[config.mk]
export PLATFORM = sky130hd
export DESIGN_NAME = caxi4interconnect_rdata_slave_arb_flat
export DESIGN_NICKNAME = d
export VERILOG_FILES = /design/src/rtl/caxi4interconnect_pkg.sv /design/src/rtl/caxi4interconnect_rdata_slave_arb_if.sv /design/src/rtl/caxi4interconnect_rr_select.sv /design/src/rtl/caxi4interconnect_rdata_slave_arb.sv /design/src/flat_wrapper.sv
export SDC_FILE = /design/constraint.sdc
export NUM_CORES = 1
export LEC_CHECK = 0
export BUFFER_PORTS_ARGS = -buffer_cell sky130_fd_sc_hd__buf_4
export CORE_AREA = 5 5 42 44
export DETAILED_ROUTE_END_ITERATION = 6
export DIE_AREA = 0 0 47 49
export HOLD_SLACK_MARGIN = 0.03
export PLACE_DENSITY_LB_ADDON = 0.3
export SLEW_MARGIN = 20
export SYNTH_ARGS = -nofsm -noshare
export SYNTH_HDL_FRONTEND = slang
export SYNTH_SLANG_ARGS = --single-unit
[constraint.sdc]
create_clock -name sysClk -period 2.7 [get_ports sysClk]
set_input_delay 0.135 -clock sysClk [delete_from_list [all_inputs] [get_ports sysClk]]
set_output_delay 0.135 -clock sysClk [all_outputs]
set_load 0.02 [all_outputs]
[src/rtl/caxi4interconnect_pkg.sv]
// Shared AXI4 interconnect definitions.
// Holds the arbiter FSM state encoding and the outstanding-burst limit,
// used by both the read-data and the write-response slave arbiters.
package caxi4interconnect_pkg;

  typedef enum logic {
    ST_IDLE  = 1'b0,
    ST_BURST = 1'b1
  } arb_state_e;

  // Hard ceiling on outstanding bursts; the counter is sized to hold it.
  localparam int OPEN_TRANS_LIMIT = 15;
  localparam int OPEN_CNT_W       = 4;

endpackage

[src/rtl/caxi4interconnect_rdata_slave_arb_if.sv]
// Bus bundle for the read-data slave arbiter.
// slave modport  : arbiter side (takes RVALID/RLAST/match per slave, RREADY from
//                  master and read-issue strobe; drives RREADY per slave, RVALID to
//                  master, grant index and outstanding-burst bookkeeping).
// master modport : environment side, the mirror image.
interface caxi4interconnect_rdata_slave_arb_if #(
  parameter int NUM_SLAVES       = 2,
  parameter int NUM_SLAVES_WIDTH = 1
);

  logic [NUM_SLAVES-1:0]       slaveValid;
  logic [NUM_SLAVES-1:0]       slaveMatch;
  logic [NUM_SLAVES-1:0]       slaveLast;
  logic                        masterReady;
  logic                        rdIssue;
  logic [NUM_SLAVES-1:0]       slaveReady;
  logic                        masterValid;
  logic [NUM_SLAVES_WIDTH-1:0] grantIdx;
  logic                        openTransDec;
  logic [3:0]                  openCount;
  logic                        rdFifoFull;
  logic                        errUnderflow;

  modport slave (
    input  slaveValid, slaveMatch, slaveLast, masterReady, rdIssue,
    output slaveReady, masterValid, grantIdx, openTransDec, openCount,
           rdFifoFull, errUnderflow
  );

  modport master (
    output slaveValid, slaveMatch, slaveLast, masterReady, rdIssue,
    input  slaveReady, masterValid, grantIdx, openTransDec, openCount,
           rdFifoFull, errUnderflow
  );

endinterface

[src/rtl/caxi4interconnect_rr_select.sv]
// Combinational round-robin search.
// Ports: req (request vector), ptr (highest-priority index) ->
//        winner (first requesting index at or after ptr, wrapping), any (some request).
module caxi4interconnect_rr_select #(
  parameter int NUM_SLAVES       = 2,
  parameter int NUM_SLAVES_WIDTH = 1
) (
  input  logic [NUM_SLAVES-1:0]       req,
  input  logic [NUM_SLAVES_WIDTH-1:0] ptr,
  output logic [NUM_SLAVES_WIDTH-1:0] winner,
  output logic                        any
);

  logic [NUM_SLAVES_WIDTH-1:0] idx;

  // Walk offsets from farthest to nearest so the closest request to ptr
  // is the last one written and therefore wins.
  always_comb begin
    winner = '0;
    any    = 1'b0;
    idx    = '0;
    for (int k = NUM_SLAVES - 1; k >= 0; k--) begin
      idx = NUM_SLAVES_WIDTH'((int'(ptr) + k) % NUM_SLAVES);
      if (req[idx]) begin
        winner = idx;
        any    = 1'b1;
      end
    end
  end

endmodule

[src/rtl/caxi4interconnect_rdata_slave_arb.sv]
// Read-data slave arbiter for one AXI4 master port.
// Picks one eligible slave (valid, ID matches this master, connected) by
// round-robin, locks it for a whole burst and passes RVALID/RREADY through
// combinationally. Also tracks outstanding read bursts for the address path.
// Ports: sysClk, sysReset (async, active-low), bus (slave modport: per-slave
//        RVALID/match/RLAST/RREADY, master RVALID/RREADY, grantIdx, rdIssue,
//        openTransDec, openCount, rdFifoFull, errUnderflow).
module caxi4interconnect_rdata_slave_arb
  import caxi4interconnect_pkg::*;
#(
  parameter int                    NUM_SLAVES               = 2,
  parameter int                    NUM_SLAVES_WIDTH         = 1,
  parameter int                    OPEN_RDTRANS_MAX         = 2,
  parameter logic [NUM_SLAVES-1:0] MASTER_READ_CONNECTIVITY = '1
) (
  input  logic                                sysClk,
  input  logic                                sysReset,
  caxi4interconnect_rdata_slave_arb_if.slave  bus
);

  localparam int LIMIT = (OPEN_RDTRANS_MAX > OPEN_TRANS_LIMIT) ? OPEN_TRANS_LIMIT
                                                                : OPEN_RDTRANS_MAX;
  localparam logic [OPEN_CNT_W-1:0] CNT_MAX = OPEN_CNT_W'(LIMIT);

  arb_state_e                  state, state_nxt;
  logic [NUM_SLAVES_WIDTH-1:0] grant_idx, rr_ptr, rr_winner, grant_inc;
  logic [NUM_SLAVES-1:0]       eligible;
  logic                        rr_any, beat_valid, last_beat;
  logic [OPEN_CNT_W-1:0]       open_count;
  logic                        open_trans_dec, err_underflow;

  // Saturating up/down step; simultaneous issue and completion cancel out.
  function automatic logic [OPEN_CNT_W-1:0] count_step(
    input logic [OPEN_CNT_W-1:0] cnt,
    input logic                  inc,
    input logic                  dec
  );
    logic [OPEN_CNT_W-1:0] res;
    res = cnt;
    if (inc && !dec && cnt != CNT_MAX)
      res = cnt + 1'b1;
    else if (dec && !inc && cnt != '0)
      res = cnt - 1'b1;
    return res;
  endfunction

  assign eligible   = bus.slaveValid & bus.slaveMatch & MASTER_READ_CONNECTIVITY;
  assign beat_valid = bus.slaveValid[grant_idx];
  assign last_beat  = (state == ST_BURST) & beat_valid & bus.masterReady
                      & bus.slaveLast[grant_idx];
  assign grant_inc  = (grant_idx == NUM_SLAVES_WIDTH'(NUM_SLAVES - 1))
                      ? '0 : grant_idx + 1'b1;

  caxi4interconnect_rr_select #(
    .NUM_SLAVES       (NUM_SLAVES),
    .NUM_SLAVES_WIDTH (NUM_SLAVES_WIDTH)
  ) u_rr_select (
    .req    (eligible),
    .ptr    (rr_ptr),
    .winner (rr_winner),
    .any    (rr_any)
  );

  always_comb begin
    state_nxt       = state;
    bus.masterValid = 1'b0;
    bus.slaveReady  = '0;
    case (state)
      ST_IDLE: begin
        if (rr_any)
          state_nxt = ST_BURST;
      end
      ST_BURST: begin
        bus.masterValid           = beat_valid;
        bus.slaveReady[grant_idx] = bus.masterReady;
        if (last_beat)
          state_nxt = ST_IDLE;
      end
      default: state_nxt = ST_IDLE;
    endcase
  end

  // Grant is captured only in IDLE, so it stays locked for the whole burst.
  always_ff @(posedge sysClk or negedge sysReset) begin
    if (!sysReset) begin
      state     <= ST_IDLE;
      grant_idx <= '0;
      rr_ptr    <= '0;
    end else begin
      state <= state_nxt;
      if (state == ST_IDLE && rr_any)
        grant_idx <= rr_winner;
      if (last_beat)
        rr_ptr <= grant_inc;
    end
  end

  always_ff @(posedge sysClk or negedge sysReset) begin
    if (!sysReset) begin
      open_count     <= '0;
      open_trans_dec <= 1'b0;
      err_underflow  <= 1'b0;
    end else begin
      open_count     <= count_step(open_count, bus.rdIssue, last_beat);
      open_trans_dec <= last_beat;
      // A completion with nothing outstanding is a protocol error, but the
      // burst itself still finishes normally.
      if (last_beat && open_count == '0)
        err_underflow <= 1'b1;
    end
  end

  assign bus.grantIdx     = grant_idx;
  assign bus.openTransDec = open_trans_dec;
  assign bus.openCount    = open_count;
  assign bus.rdFifoFull   = (open_count == CNT_MAX);
  assign bus.errUnderflow = err_underflow;

endmodule

[src/flat_wrapper.sv]
// flat-port wrapper written by rule: the top's interface ports become plain ports
module caxi4interconnect_rdata_slave_arb_flat import caxi4interconnect_pkg::*;
#(
  parameter int                    NUM_SLAVES               = 2,
  parameter int                    NUM_SLAVES_WIDTH         = 1,
  parameter int                    OPEN_RDTRANS_MAX         = 2,
  parameter logic [NUM_SLAVES-1:0] MASTER_READ_CONNECTIVITY = '1
)
  (sysClk, sysReset, bus_slaveValid, bus_slaveMatch, bus_slaveLast, bus_masterReady, bus_rdIssue, bus_slaveReady, bus_masterValid, bus_grantIdx, bus_openTransDec, bus_openCount, bus_rdFifoFull, bus_errUnderflow);
  caxi4interconnect_rdata_slave_arb_if #(.NUM_SLAVES(NUM_SLAVES), .NUM_SLAVES_WIDTH(NUM_SLAVES_WIDTH)) bus_i ();
  input  logic sysClk;
  input  logic sysReset;
  input wire logic [$bits(bus_i.slaveValid)-1:0] bus_slaveValid;
  input wire logic [$bits(bus_i.slaveMatch)-1:0] bus_slaveMatch;
  input wire logic [$bits(bus_i.slaveLast)-1:0] bus_slaveLast;
  input wire logic [$bits(bus_i.masterReady)-1:0] bus_masterReady;
  input wire logic [$bits(bus_i.rdIssue)-1:0] bus_rdIssue;
  output wire logic [$bits(bus_i.slaveReady)-1:0] bus_slaveReady;
  output wire logic [$bits(bus_i.masterValid)-1:0] bus_masterValid;
  output wire logic [$bits(bus_i.grantIdx)-1:0] bus_grantIdx;
  output wire logic [$bits(bus_i.openTransDec)-1:0] bus_openTransDec;
  output wire logic [$bits(bus_i.openCount)-1:0] bus_openCount;
  output wire logic [$bits(bus_i.rdFifoFull)-1:0] bus_rdFifoFull;
  output wire logic [$bits(bus_i.errUnderflow)-1:0] bus_errUnderflow;
  assign bus_i.slaveValid = bus_slaveValid;
  assign bus_i.slaveMatch = bus_slaveMatch;
  assign bus_i.slaveLast = bus_slaveLast;
  assign bus_i.masterReady = bus_masterReady;
  assign bus_i.rdIssue = bus_rdIssue;
  assign bus_slaveReady = bus_i.slaveReady;
  assign bus_masterValid = bus_i.masterValid;
  assign bus_grantIdx = bus_i.grantIdx;
  assign bus_openTransDec = bus_i.openTransDec;
  assign bus_openCount = bus_i.openCount;
  assign bus_rdFifoFull = bus_i.rdFifoFull;
  assign bus_errUnderflow = bus_i.errUnderflow;
  caxi4interconnect_rdata_slave_arb #(.NUM_SLAVES(NUM_SLAVES), .NUM_SLAVES_WIDTH(NUM_SLAVES_WIDTH), .OPEN_RDTRANS_MAX(OPEN_RDTRANS_MAX), .MASTER_READ_CONNECTIVITY(MASTER_READ_CONNECTIVITY)) u_core (.sysClk(sysClk), .sysReset(sysReset), .bus(bus_i));
endmodule
Word-level counts from Yosys, hierarchy flattened
Index checks and enable logic that the tools add are counted.
- register bits after elaboration: 9
- input port bits: 10
- word-level logic and storage cells: 56
- output and inout port bits: 11
- magnitude comparators: 4
- equal/unequal tests: 2
- bitwise logic cells: 6
- add/subtract/negate cells: 4
- reduce and logical (&&, ||, !) cells: 12
- mux-type cells: 22
- operators with widths (cell ; count):
    1-bit two-way mux ; 17
    4-bit two-way mux ; 2
    1-bit logical AND ; 7
    1-bit by 2-bit < comparator with 1-bit output (second input constant) ; 3
    4-bit by 1-bit adder with 4-bit output (second input constant) ; 1
    2-bit AND ; 2
    4-bit by 2-bit == test with 1-bit output (second input constant) ; 1
    4-bit logical NOT ; 1
    4-bit by 2-bit != test with 1-bit output (second input constant) ; 1
    4-bit nonzero test ; 1
    4-bit by 1-bit subtractor with 4-bit output (second input constant) ; 1
    1-bit AND ; 3
    1-bit adder (second input constant) ; 2
    1-bit logical NOT ; 2
    2-bit two-way mux ; 1
    1-bit one-hot mux with 2 select lines ; 1
    2-bit nonzero test ; 1
    1-bit demux with 1-bit select ; 1
    1-bit greater-or-equal comparator (second input constant) ; 1
    1-bit inverter ; 1

Depth between registers and ports, before layout
- word-level depth: 9
- gate-level depth with buffers: 8

Cells and area by module
From an unflattened synthesis, not the netlist that was laid out.
- cells, all modules: 60
- area, all modules: 629.4 um2
- modules (own cells, without submodules) (module ; area each (um2) ; times used ; cells each):
    caxi4interconnect_rdata_slave_arb ; 611.8 ; 1 ; 57
    caxi4interconnect_rr_select ; 17.5 ; 1 ; 3

Worst setup path before layout
OpenSTA, ideal clock, no wires.
- path type: register to register
- start point: register u_core.open_count[0] (netlist: u_core.bus.openCount[0])
- end point: register u_core.open_count[3] (netlist: u_core.bus.openCount[3])
- setup slack: 88 ps
- library setup time: 132 ps
- data required time: 2568 ps
- stages on the path, launching flop included: 9
- arrival: 2480 ps
- buffers on the path: 0
- clock period less this slack: 2612 ps
- cell sequence: dfrtp_1 -> nor4b_2 -> nor2_1 -> nand2_1 -> ha_1 -> a21o_1 -> a2111oi_0 -> mux2i_1 -> xnor2_1
- cells in the longest elaborated chain, start to end: 3
- elaborated cells between the ends (all ways): 9
- classes of those cells: 2 x add/sub; 1 x eq/ne; 2 x mux; 4 x reduce/logical
- RTL lines (what ; RTL line ; text):
    from (decl) ; caxi4interconnect_rdata_slave_arb.sv:29 ; logic [OPEN_CNT_W-1:0] open_count;
    from (signal assigned) ; caxi4interconnect_rdata_slave_arb.sv:104 ; open_count <= count_step(open_count, bus.rdIssue, last_beat);
    4-bit by 1-bit subtractor with 4-bit output (tied with other cells) ; caxi4interconnect_rdata_slave_arb.sv:43 ; res = cnt - 1'b1;
    4-bit two-way mux (tied with other cells) ; caxi4interconnect_rdata_slave_arb.sv:42 ; else if (dec && !inc && cnt != '0)
    4-bit two-way mux or 2-bit nonzero test (tied branches) ; -- ;
Parallel ways exist; a longest one is shown, timed or not. The select of a mux whose other input is x is not followed.
A chain may end at the register's enable or synchronous reset.

Worst setup path after layout
- start point: register u_core.grant_idx (netlist: u_core.bus.grantIdx)
- end point: register u_core.open_count[3] (netlist: u_core.bus.openCount[3])
- cells in the longest elaborated chain, start to end: 9
- elaborated cells between the ends (all ways): 14
- classes of those cells: 5 x mux; 3 x bitwise; 6 x reduce/logical
- RTL lines (what ; RTL line ; text):
    from (decl) ; caxi4interconnect_rdata_slave_arb.sv:26 ; logic [NUM_SLAVES_WIDTH-1:0] grant_idx, rr_ptr, rr_winner, grant_inc;
    from (signal assigned) ; caxi4interconnect_rdata_slave_arb.sv:92 ; grant_idx <= rr_winner;
    1-bit two-way mux (not written as such) (2 in series) ; caxi4interconnect_rdata_slave_arb.sv:48 ; assign beat_valid = bus.slaveValid[grant_idx];
    1-bit AND (2 in series) ; caxi4interconnect_rdata_slave_arb.sv:49 ; assign last_beat = (state == ST_BURST) & beat_valid & bus.masterReady
    1-bit AND * ; caxi4interconnect_rdata_slave_arb.sv:50 ; & bus.slaveLast[grant_idx];
    1-bit logical NOT ; caxi4interconnect_rdata_slave_arb.sv:40 ; if (inc && !dec && cnt != CNT_MAX)
    1-bit logical AND (2 in series) ; caxi4interconnect_rdata_slave_arb.sv:40 ;
    4-bit two-way mux or 2-bit nonzero test (tied branches) ; -- ;
Every way passes the cells marked *; elsewhere a longest branch is shown, timed or not. The select of a mux whose other input is x is not followed.

==> out/results.ini <==
[final_layout]
final_core_util_pct=59.2
seqCellArea_um2=225
nets=99
antenna_cells=0
final_cell_mix=buf_4 (22), dfrtp_1 (9), nor2_1 (5), nand2_1 (5), o21ai_0 (5)
multiInputGateArea_um2=363
area_growth_pct=36.4
final_common_cell=buf_4
stdcell_area_um2=830
drive_gt1_share_pct=38.8
fillCellCount=126

[route]
routed_wirelength_mm=1.34
drt_iter0_markers=2
drt_first_pass_iters=3
ant_nets=0
vias=550
post_drt_wl_per_cell_um=13.2
routed_via_density=5.45
drcViolationCount=0

[placed_design]
gp_congestion=0.808
dpl-instance-area_um2=793
dp_hpwl_mm=1.11
io_buffer_count=20
place_ws_ns=0.242

[power_and_ir_drop]
p_leak_nw=0.407
powerDensity_nw_per_um2=1120
peakVddDrop_mv=0.550

[worst_hold_path]
hp-class=in -> reg
hold_path.startpoint=bus_slaveMatch[1]

[yosys]
ys_types=29
ys_ff_latch=9
netlist_area_um2=608
yosysWarnings=0
synth-seq-area-share_pct=37.0
syn_inst=58
postSynthAreaPerCell_um2=10.5
syn-num-nets=71

[grt]
overflow=0
grt_use_total_pct=13.0
grt_pass1_wl_mm=2.25
grt_max_degree=10
antenna_found_initial=0
grt_pass1_vias=581

[clocking]
ctsResizeCount=0
worstSkewPairLatency_ns=0.25
cts-root-buf=clkbuf_4
cts_tree=done
clock_sinks=9
cts_buffers=3
path_clk_slew_ns=0.06
h-tree-depth=1
clk_path_buf_depth=2

[timing]
hold_viol=0
rsz0062_at_grt=no
relSlewSlack_pct=59.9
tightestPinTransition_ns=0.597
whs_ns=0.165
skew_ns=0.00616
fmax_mhz=401
slew_violations=0
tns_ns=0
fin_ws_ns=0.207
finalSetupViolations=0
period_share_pct=92.3
min_period_ns=2.49

[setup_path]
cp_max_fo=8
worstReg2RegStart=u_core.bus.grantIdx
setup.worst_path.class=reg -> reg
start_kind=flip-flop
critPathCaptureType=flip-flop
arrival_ns=2.63
cp.required_ns=2.84
startpoint=u_core.bus.grantIdx

[die]
initial_core_util_pct=43.4
rows=14
fp.dieW_um=47
die_y_um=49
die-area_um2=2300
coreArea_um2=1400
boundaryPins=21

[job]
maxCapViolCount=0

[outcome]
status=completed

==> registers in the layout (all words and copies together) (netlist names) <==
name and cells:
u_core.bus.errUnderflow 1, u_core.bus.openCount 4, u_core.rr_ptr 1, u_core.bus.openTransDec 1, u_core.bus.grantIdx 1, u_core.state 1
==> cells by family after synthesis <==
kind of cell    count (synthesis)  synth area share [%]
fa+ha+maj                       3                  7.41
flops                           9                  37.0
compound gates                 16                  19.5
xor+xnor                        4                  5.76
simple gates                   17                  17.1
buf+inv                         4                  3.29
mux                             5                  9.88
==> cell type report <==
type | instances | share of cell area [%]
clock buffers | 4 | 3.17
repair buffers | 23 | 21.1
flip-flops and latches | 9 | 27.1
multi-input cells | 45 | 43.7
inverters | 4 | 2.41
well taps | 16 | 2.41
==> stage by stage <==
stage	power [mW]	instances
after floorplan	0.632	58
after global placement	0.824	96
after detailed placement	0.838	96
after CTS	0.943	101
after global routing	0.996	101
final	0.929	101
==> metal layers <==
layer	global-route usage (%)	part of all wire (%)
met3	1.48	5.5
met1	14.1	40
met4	6.91	1.0
met5	0	0
met2	23.1	53
==> worst max-delay path, stage by stage (launching register included) <==
cell and delay (ns):
dfrtp_1 0.47, mux2_4 0.34, nand4_4 0.16, nand2_1 0.14, ha_1 0.31, a21o_1 0.17
a2111oi_0 0.46, mux2i_1 0.16, xnor2_1 0.15
==> Yosys cell counts, drive strengths merged <==
library cell	n	area, um^2
a2111oi	1	8.76
a211oi	1	7.51
a21o	2	16.3
a21oi	1	5.00
a22oi	2	15.0
a31oi	1	6.26
and2	1	6.26
and3	1	7.51
clkinv	1	8.76
dfrtp	9	225
fa	1	20.0
ha	2	25.0
inv	3	11.3
mux2	2	30.0
mux2i	3	30.0
nand2	5	18.8
nand3	1	5.00
nand4	1	21.3
nor2	5	18.8
nor3	1	5.00
nor4	1	6.26
nor4b	1	15.0
o21a	1	7.51
o21ai	5	25.0
o2bb2a	1	20.0
o31ai	1	7.51
xnor2	3	26.3
xor2	1	8.76
==> worst paths after layout <==
path	endpoint	slack [ns]	cells past startpoint
setup / recovery	u_core.bus.openCount[3]	0.21	8
hold / removal	u_core.bus.grantIdx	0.16	3
max in group asynchronous	u_core.bus.openCount[0]	2.33	2
hold reg to reg	u_core.bus.errUnderflow	0.46	1
min in group asynchronous	u_core.bus.grantIdx	0.23	2
setup reg to reg	u_core.bus.openCount[3]	0.21	8
==> what timing repair did <==
action                                  in CTS  in global routing
setup buffers                                0                  0
endpoints found under the setup margin       0                  0
hold buffers                                 1                  0
endpoints found under the hold margin        9                  0
==> where the power goes <==
group	internal [mW]	total [mW]	switching [mW]	leakage, nW
sequential	0.195	0.267	0.0718	0.108
combinational	0.273	0.562	0.289	0.284
clock	0.0567	0.0997	0.0430	0.0150
Note: power is estimated with default switching activity, not from simulation.
